[config.mk]
export PLATFORM = sky130hd
export DESIGN_NAME = vault_controller
export DESIGN_NICKNAME = d
export VERILOG_FILES = /design/src/rtl/vault_controller.sv
export SDC_FILE = /design/constraint.sdc
export NUM_CORES = 1
export LEC_CHECK = 0
export CAP_MARGIN = 25
export CELL_PAD_IN_SITES_DETAIL_PLACEMENT = 0
export CELL_PAD_IN_SITES_GLOBAL_PLACEMENT = 1
export CORE_ASPECT_RATIO = 0.9
export CORE_UTILIZATION = 36
export CTS_BUF_LIST = sky130_fd_sc_hd__clkbuf_4
export DETAILED_ROUTE_END_ITERATION = 7
export DONT_BUFFER_PORTS = 1
export PLACE_DENSITY_LB_ADDON = 0.1
export SYNTH_ARGS = -nofsm -noshare
export SYNTH_HDL_FRONTEND = slang
export SYNTH_SLANG_ARGS = --single-unit
[constraint.sdc]
create_clock -name Clk -period 2.15 [get_ports Clk]
set_input_delay 0.43 -clock Clk [delete_from_list [all_inputs] [get_ports Clk]]
set_output_delay 0.43 -clock Clk [all_outputs]
set_load 0.02 [all_outputs]
[src/rtl/vault_controller.sv]
// Outer vault door controller.
// Dual-control open (officer + manager PIN on one request), close refused
// while the inner safe is open, timed lockout after repeated bad entries.
// A free-running prescaler tick paces both the button debounce and the
// lockout timer, so one parameter scales all human-facing timing.
module vault_controller #(
    parameter int         TICK_WIDTH     = 20,
    parameter int         DEBOUNCE_TICKS = 2,
    parameter int         MAX_FAILS      = 3,
    parameter int         LOCKOUT_TICKS  = 64,
    parameter logic [3:0] OFFICER_PIN    = 4'b1010,
    parameter logic [3:0] MANAGER_PIN    = 4'b0101
) (
    input  logic       Clk,
    input  logic       Reset,
    input  logic [3:0] OfficerPINRead,
    input  logic [3:0] ManagerPINRead,
    input  logic       OpenClosePush,
    input  logic       SafeStatus,
    output logic       VaultStatus,
    output logic       InvalidLED,
    output logic       LockoutLED,
    output logic [2:0] CurrentState
);

    typedef enum logic [2:0] {
        VAULT_CLOSED   = 3'b000,
        VALIDATE_OPEN  = 3'b001,
        VAULT_OPENED   = 3'b011,
        VALIDATE_CLOSE = 3'b111,
        LOCKOUT        = 3'b100
    } vaultState_t;

    localparam int DB_W   = $clog2(DEBOUNCE_TICKS + 1);
    localparam int FAIL_W = $clog2(MAX_FAILS + 1);
    localparam int LOCK_W = $clog2(LOCKOUT_TICKS);

    localparam logic [TICK_WIDTH-1:0] PRE_ONE   = TICK_WIDTH'(1);
    localparam logic [DB_W-1:0]       DB_ONE    = DB_W'(1);
    localparam logic [DB_W-1:0]       DB_LAST   = DB_W'(DEBOUNCE_TICKS - 1);
    localparam logic [FAIL_W-1:0]     FAIL_ONE  = FAIL_W'(1);
    localparam logic [FAIL_W-1:0]     FAIL_MAX  = FAIL_W'(MAX_FAILS);
    localparam logic [LOCK_W-1:0]     LOCK_ONE  = LOCK_W'(1);
    localparam logic [LOCK_W-1:0]     LOCK_LAST = LOCK_W'(LOCKOUT_TICKS - 1);

    logic [TICK_WIDTH-1:0] prescaler;
    logic                  tick;
    logic [1:0]            buttonSync;
    logic                  buttonDebounced;
    logic                  buttonDebouncedPrev;
    logic [DB_W-1:0]       debounceCount;
    logic                  pressPulse;
    logic                  releasePulse;

    vaultState_t           state;
    vaultState_t           stateNext;
    logic                  invalidFlag;
    logic                  invalidNext;
    logic                  lockoutFlag;
    logic                  vaultOpenFlag;
    logic [FAIL_W-1:0]     failCount;
    logic [FAIL_W-1:0]     failNext;
    logic [FAIL_W-1:0]     failIncr;
    logic [LOCK_W-1:0]     lockoutCount;
    logic [LOCK_W-1:0]     lockoutCountNext;
    logic                  pinsMatch;
    logic                  pinsCleared;

    // Free-running prescaler; tick fires for one cycle when it wraps.
    always_ff @(posedge Clk or negedge Reset) begin
        if (!Reset) begin
            prescaler <= '0;
        end else begin
            prescaler <= prescaler + PRE_ONE;
        end
    end

    assign tick = &prescaler;

    // Two-flop synchroniser for the raw, asynchronous push button.
    always_ff @(posedge Clk or negedge Reset) begin
        if (!Reset) begin
            buttonSync <= 2'b00;
        end else begin
            buttonSync <= {buttonSync[0], OpenClosePush};
        end
    end

    // Debounce: the synchronised level must disagree for DEBOUNCE_TICKS
    // consecutive ticks; any agreement in between restarts the count.
    always_ff @(posedge Clk or negedge Reset) begin
        if (!Reset) begin
            buttonDebounced     <= 1'b0;
            buttonDebouncedPrev <= 1'b0;
            debounceCount       <= '0;
        end else begin
            buttonDebouncedPrev <= buttonDebounced;
            if (buttonSync[1] == buttonDebounced) begin
                debounceCount <= '0;
            end else if (tick) begin
                if (debounceCount == DB_LAST) begin
                    buttonDebounced <= buttonSync[1];
                    debounceCount   <= '0;
                end else begin
                    debounceCount <= debounceCount + DB_ONE;
                end
            end
        end
    end

    assign pressPulse   = buttonDebounced & ~buttonDebouncedPrev;
    assign releasePulse = ~buttonDebounced & buttonDebouncedPrev;

    // Next-state, fail-count and lockout-timer decisions for the door FSM.
    always_comb begin
        stateNext        = state;
        invalidNext      = invalidFlag;
        failNext         = failCount;
        lockoutCountNext = lockoutCount;
        pinsMatch        = (OfficerPINRead == OFFICER_PIN) && (ManagerPINRead == MANAGER_PIN);
        pinsCleared      = (OfficerPINRead == 4'b0000) && (ManagerPINRead == 4'b0000);
        if (failCount == FAIL_MAX) begin
            failIncr = failCount;
        end else begin
            failIncr = failCount + FAIL_ONE;
        end
        case (state)
            VAULT_CLOSED: begin
                if (pressPulse) begin
                    stateNext = VALIDATE_OPEN;
                end else begin
                    stateNext = VAULT_CLOSED;
                end
            end
            VALIDATE_OPEN: begin
                if (releasePulse) begin
                    if (pinsMatch) begin
                        stateNext   = VAULT_OPENED;
                        invalidNext = 1'b0;
                        failNext    = '0;
                    end else begin
                        invalidNext = 1'b1;
                        failNext    = failIncr;
                        if (failIncr == FAIL_MAX) begin
                            stateNext = LOCKOUT;
                        end else begin
                            stateNext = VAULT_CLOSED;
                        end
                    end
                end else begin
                    stateNext = VALIDATE_OPEN;
                end
            end
            VAULT_OPENED: begin
                if (pressPulse) begin
                    stateNext = VALIDATE_CLOSE;
                end else begin
                    stateNext = VAULT_OPENED;
                end
            end
            VALIDATE_CLOSE: begin
                if (releasePulse) begin
                    // Never shut the outer door on an open inner safe.
                    if (!SafeStatus && pinsCleared) begin
                        stateNext   = VAULT_CLOSED;
                        invalidNext = 1'b0;
                    end else begin
                        stateNext   = VAULT_OPENED;
                        invalidNext = 1'b1;
                    end
                end else begin
                    stateNext = VALIDATE_CLOSE;
                end
            end
            LOCKOUT: begin
                if (tick) begin
                    if (lockoutCount == LOCK_LAST) begin
                        stateNext        = VAULT_CLOSED;
                        invalidNext      = 1'b0;
                        failNext         = '0;
                        lockoutCountNext = '0;
                    end else begin
                        lockoutCountNext = lockoutCount + LOCK_ONE;
                    end
                end else begin
                    stateNext = LOCKOUT;
                end
            end
            default: begin
                stateNext        = VAULT_CLOSED;
                invalidNext      = 1'b0;
                failNext         = '0;
                lockoutCountNext = '0;
            end
        endcase
    end

    // State, counters and registered outputs, all derived from the next state.
    always_ff @(posedge Clk or negedge Reset) begin
        if (!Reset) begin
            state         <= VAULT_CLOSED;
            invalidFlag   <= 1'b0;
            lockoutFlag   <= 1'b0;
            vaultOpenFlag <= 1'b0;
            failCount     <= '0;
            lockoutCount  <= '0;
        end else begin
            state         <= stateNext;
            invalidFlag   <= invalidNext;
            lockoutFlag   <= (stateNext == LOCKOUT);
            vaultOpenFlag <= (stateNext == VAULT_OPENED) || (stateNext == VALIDATE_CLOSE);
            failCount     <= failNext;
            lockoutCount  <= lockoutCountNext;
        end
    end

    assign CurrentState = state;
    assign VaultStatus  = vaultOpenFlag;
    assign InvalidLED   = invalidFlag;
    assign LockoutLED   = lockoutFlag;

endmodule
Yosys cells after proc, flatten, opt, wreduce, memory -nomap -nowiden
Cells that the tools add are included.
Operators by class
  add/subtract/negate cells: 4
  multipliers: 0
  div/mod/pow operators: 0
  magnitude comparators: 0
  equality and inequality tests: 18
  shift-type cells: 0
  mux-type cells: 29
  bitwise operators: 8
  reductions and logical operators: 17
Operators with widths (number)
  22-bit AND reduction: 1
  3-bit two-way mux: 7
  20-bit by 1-bit adder with 20-bit output, second input constant: 1
  20-bit AND reduction: 1
  2-bit two-way mux: 9
  3-bit case mux with 5 select lines: 1
  3-bit equality test, second input constant: 4
  6-bit two-way mux: 2
  6-bit case mux with 2 select lines: 1
  4-bit zero test: 2
  2-bit != test, second input constant: 4
  1-bit two-way mux: 7
  6-bit by 1-bit adder with 6-bit output, second input constant: 1
  3-bit by 2-bit equality test with 1-bit output, second input constant: 2
  6-bit equality test, second input constant: 1
  1-bit NOT: 6
  2-bit case mux with 3 select lines: 1
  5-bit AND reduction: 1
  2-bit by 1-bit adder with 2-bit output, second input constant: 2
  2-bit equality test, second input constant: 2
  4-bit by 3-bit equality test with 1-bit output, second input constant: 1
  4-bit equality test, second input constant: 1
  1-bit case mux with 4 select lines: 1
  4-bit AND reduction: 1
  13 further kinds: 16
Word-level totals
  flip-flop bits (word level): 40
  latch bits: 0
  memory bits (writable): 0
  memory bits (read-only): 0
  input bits: 12
  output and inout bits: 6
  memories: 0

Longest topological paths before layout
  depth after elaboration: 9
  gate-level depth with buffers: 7
  gate-level depth less buffers: 6

Worst setup path after synthesis
No wires, ideal clock.
  path kind: in2reg
  start point: input port OfficerPINRead[0]
  end point: register invalidFlag (netlist: InvalidLED)
  library setup time: 0.125 ns
  arrival: 1.682 ns
  data required time: 2.025 ns
  slack: 0.343 ns
  stages: 5
  buffers on the path: 1
  cell sequence: or4_1 buf_2 o311ai_1 a21boi_0 mux2_2
Between the ends
  longest elaborated chain between the ends: 6
  elaborated cells on any way between the ends: 10
Ends and longest elaborated chain
  start, declared: RTL line 16  | input logic [3:0] OfficerPINRead,
  4-bit zero test: RTL line 121  | pinsCleared = (OfficerPINRead == 4'b0000) && (ManagerPINRead == 4'b0000);
  1-bit logical AND: RTL line 121
  1-bit logical AND: RTL line 164  | if (!SafeStatus && pinsCleared) begin
  1-bit two-way mux: RTL line 164
  1-bit two-way mux: RTL line 162  | if (releasePulse) begin
  1-bit case mux with 4 select lines (*): RTL line 127  | case (state)
  end signal, assigned: RTL line 209  | invalidFlag <= invalidNext;
  end, declared: RTL line 57  | logic invalidFlag;
Every way passes the cells marked *; elsewhere a longest branch is shown, timed or not. The select of a mux whose other input is x is not followed.
A chain may end at the register's enable or synchronous reset.

Worst setup path after layout
  start point: register prescaler[0]
  end point: register lockoutCount[5]
Between the ends
  longest elaborated chain between the ends: 3
Ends and longest elaborated chain
  start, declared: RTL line 46  | logic [TICK_WIDTH-1:0] prescaler;
  start signal, assigned: RTL line 74  | prescaler <= prescaler + PRE_ONE;
  20-bit AND reduction: RTL line 78  | assign tick = &prescaler;
  2-bit != test (no source line)
  2-bit AND reduction (no source line)
  end signal, assigned: RTL line 213  | lockoutCount <= lockoutCountNext;
  end, declared: RTL line 64  | logic [LOCK_W-1:0] lockoutCount;
Every way passes these cells.

==> summary.txt <==
Floorplanning
  – Ports: 18
  – Die Ht: 72.0 µm
  – Core area: 5260 µm²
  – Die width: 79.8 µm
  – Initial core utilization: 0.373
  – Full die area: 5750 µm²
  – FP Rows: 25

Logic synthesis
  – Syn avg cell area: 10.8 µm²
  – Yosys cell types: 48
  – Cell taking the most area after synthesis: dfrtp_1
  – Mux share of post-synthesis cell area: 0.0325
  – Most frequent cell after synthesis: dfrtp_1
  – Count of flip-flops with a built-in enable after synthesis: 0
  – Seq/Total Area, Yosys: 0.511
  – Combinational family with the most area after synthesis: simple AND/OR/NAND/NOR gates
  – Post-synth top area share: 0.511
  – Top cell types by occurrence after synthesis: dfrtp_1, nand2_1, xnor2_1
  – Post-Synth XOR/XNOR Area: 0.0893
  – Ys async rst share: 1.00
  – Ranking of synthesized cells by area: dfrtp_1, xnor2_1, nand3_1
  – Synth Area in Compound Gates: 0.111
  – Top_reg_cell synth: dfrtp_1
  – Syn Nets: between 150 and 200
  – Post-Syn Instances: 182
  – Ys Warns: 0
  – Mapped Area: just under 2000 µm²
  – FF+latch count, synth: 40
  – Post-synthesis simple-gate area fraction: 0.223
  – Post-Synth Adder-Cell Area: 0.0128

Timing
  – Min Tclk post-route: 2.03 ns
  – # setup viols final: 0
  – Worst slew pin tran: between 0.4 and 0.5 ns
  – Max-slew violations: 0
  – RSZ-0062 raised after global routing: no
  – Worst clock skew: 0.00659 ns
  – Max_slew headroom: 0.679
  – Fmax: 493 MHz
  – Final critical-path share of the clock period: 0.943
  – Final Hold Viols: 0
  – TNS Setup: 0 ns

Routing
  – Antenna viol nets, final: 0
  – Drt wl/cell: 14.7 µm
  – Vias per cell: ~5.4
  – Met2 WL: roughly 1700 µm
  – Top layer in use: met4
  – Drt total wl: 3820 µm
  – Vias: between 1000 and 1500
  – Drt drc: 0
  – DR iter-0 viols: between 100 and 150
  – DRT met1 WL: 1850 µm
  – Drt first pass iters: 4
  – Met3 wire length: ~200 µm

Layout
  – Final Util: 0.409
  – Fillers: 540
  – P&R area growth vs syn: 9.70%
  – Ant. Diodes: 0
  – Nets: 206
  – Ratio of cells with drive above 1 in the final layout: 0.155
  – Final Cell Area: 2150 µm²

Setup path
  – Worst path arrival time: 2.29 ns
  – Crit path capture type: register
  – CP max-delay cell: or4_1
  – Slowest Stage Delay on Critical Path: 0.48 ns
  – Critical path type: reg -> reg
  – Crit path max fanout: 6
  – Critical path required time: 2.41 ns
  – Crit path buffers/inverters: 1
  – Crit start category: register
  – CP cell instances: ha_1, nand3_1, nor3_4, buf_4, nand2_2, or4_1, o21ai_1
  – Top delay family on crit path: simple AND/OR/NAND/NOR gates

Placement
  – Routability cong.: about 0.78
  – Dpl cell area: slightly above 2000 µm²
  – Post-DP HPWL: 2780 µm
  – Port Buffers: 0

Clocking
  – CTS H-tree lvls: 2
  – Post-CTS sizing: 0
  – Inserted Clock Buffers: 5
  – CTS tree: built
  – CTS clk-pin slew, worst paths: around 0.11 ns
  – Clk sink count: 40
  – CTS root buffer: clkbuf_4
  – Max Root-Sink Buffers: 2
  – Clock network latency to the later pin of the worst-skew pair: 0.33 ns

Global route
  – Initial antenna violation count: 0
  – First-pass GRT wire length: around 6600 µm
  – Total gr overflow: 0
  – GRT Util Overall: 0.150
  – Largest net degree at the start of global routing: 41
  – Vias in the first global route: 1353

Hold path
  – Hold WC Path Type: in -> reg

Power and ir drop
  – Power Total: 1.16 mW
  – Power per cell area: around 540 nW/µm²
  – Static Leak: around 0.98 nW
  – Maximum VDD drop: 0.311 mV

Status
  – Run status: completed

Run
  – Max_cap viols: 0
[stage by stage]
step	std cells	hold WS, ns	worst slack, ns
2_1_floorplan	182	0.134	0.343
5_1_grt	260	0.0871	0.00559
4_1_cts	259	0.0967	0.135
3_3_place_gp	249	0.136	0.243
3_5_place_dp	249	0.136	0.126
6_report	260	0.121	0.124
[cell usage in the layout (no fill, tap or decap), types with 3 or more instances in the layout]
cell,instances
nand2_1,16
nand3_1,12
nor3_1,3
o21ai_0,8
nor2b_1,4
clkbuf_4,7
nor2_1,9
a21oi_1,7
nand4_1,4
mux2_2,3
inv_1,4
and2_1,6
dfrtp_1,40
xor2_1,5
buf_4,6
xnor2_1,15
or4_1,3
mux2i_1,3
[path summary, 6_finish.rpt]
| kind | start | to | slack, ns | cells after the start |
|---|---|---|---|---|
| max in group asynchronous | Reset | prescaler[7]$_DFF_PN0_ | 1.39 | 2 |
| min in group asynchronous | Reset | lockoutCount[5]$_DFFE_PN0P_ | 0.55 | 2 |
| setup reg to reg | prescaler[0]$_DFF_PN0_ | lockoutCount[5]$_DFFE_PN0P_ | 0.12 | 7 |
| hold / removal | OpenClosePush | buttonSync[0]$_DFF_PN0_ | 0.12 | 0 |
| setup / recovery | prescaler[0]$_DFF_PN0_ | lockoutCount[5]$_DFFE_PN0P_ | 0.12 | 7 |
| hold reg to reg | buttonSync[0]$_DFF_PN0_ | buttonSync[1]$_DFF_PN0_ | 0.36 | 0 |
[registers in the layout, indices dropped and copies added, names as in the netlist, 2 cells and up]
register,flops
failCount,2
lockoutCount,6
CurrentState,3
prescaler,20
debounceCount,2
buttonSync,2
[area by class of cell]
| cell class | count | area, µm² | area share |
|---|---|---|---|
| sequential | 40 | 1000 | 0.465 |
| clock inverter | 1 | 3.75 | 0.00175 |
| clock buffer | 7 | 52.6 | 0.0244 |
| tap | 67 | 83.8 | 0.0390 |
| timing repair buffer | 8 | 75.1 | 0.0349 |
| inverter | 4 | 15.0 | 0.00698 |
| multi-input combinational | 133 | 920 | 0.428 |
[routing by layer]
metal | vias to the layer above | GRT usage
met1 | 682 | 0.217
met5 | - | 0
met4 | 0 | 0.0437
met3 | 4 | 0.0403
met2 | 45 | 0.219
li1 | 673 | -
[kinds of logic after synthesis]
logic type	Yosys count
AND/OR/NAND/NOR	73
flip-flops	40
AO/OA/AOI/OAI	32
XOR/XNOR	20
buffers and inverters	9
multiplexers	6
adder cells (fa/ha/maj)	2
[where the power goes]
part           leakage [nW]  switching [mW]  total (mW)  internal (mW)
Combinational         0.409          0.0171      0.0234        0.00623
Clock                0.0338           0.231       0.382          0.151
Sequential            0.540        0.000695       0.755          0.754
[what timing repair did]
action / in CTS / in global routing
endpoints found under the hold margin: 40 / 0
hold buffers: 2 / 0
setup endpoints to repair: 0 / 1
setup buffers: 0 / 1
Power figures use the tool's default switching activity.
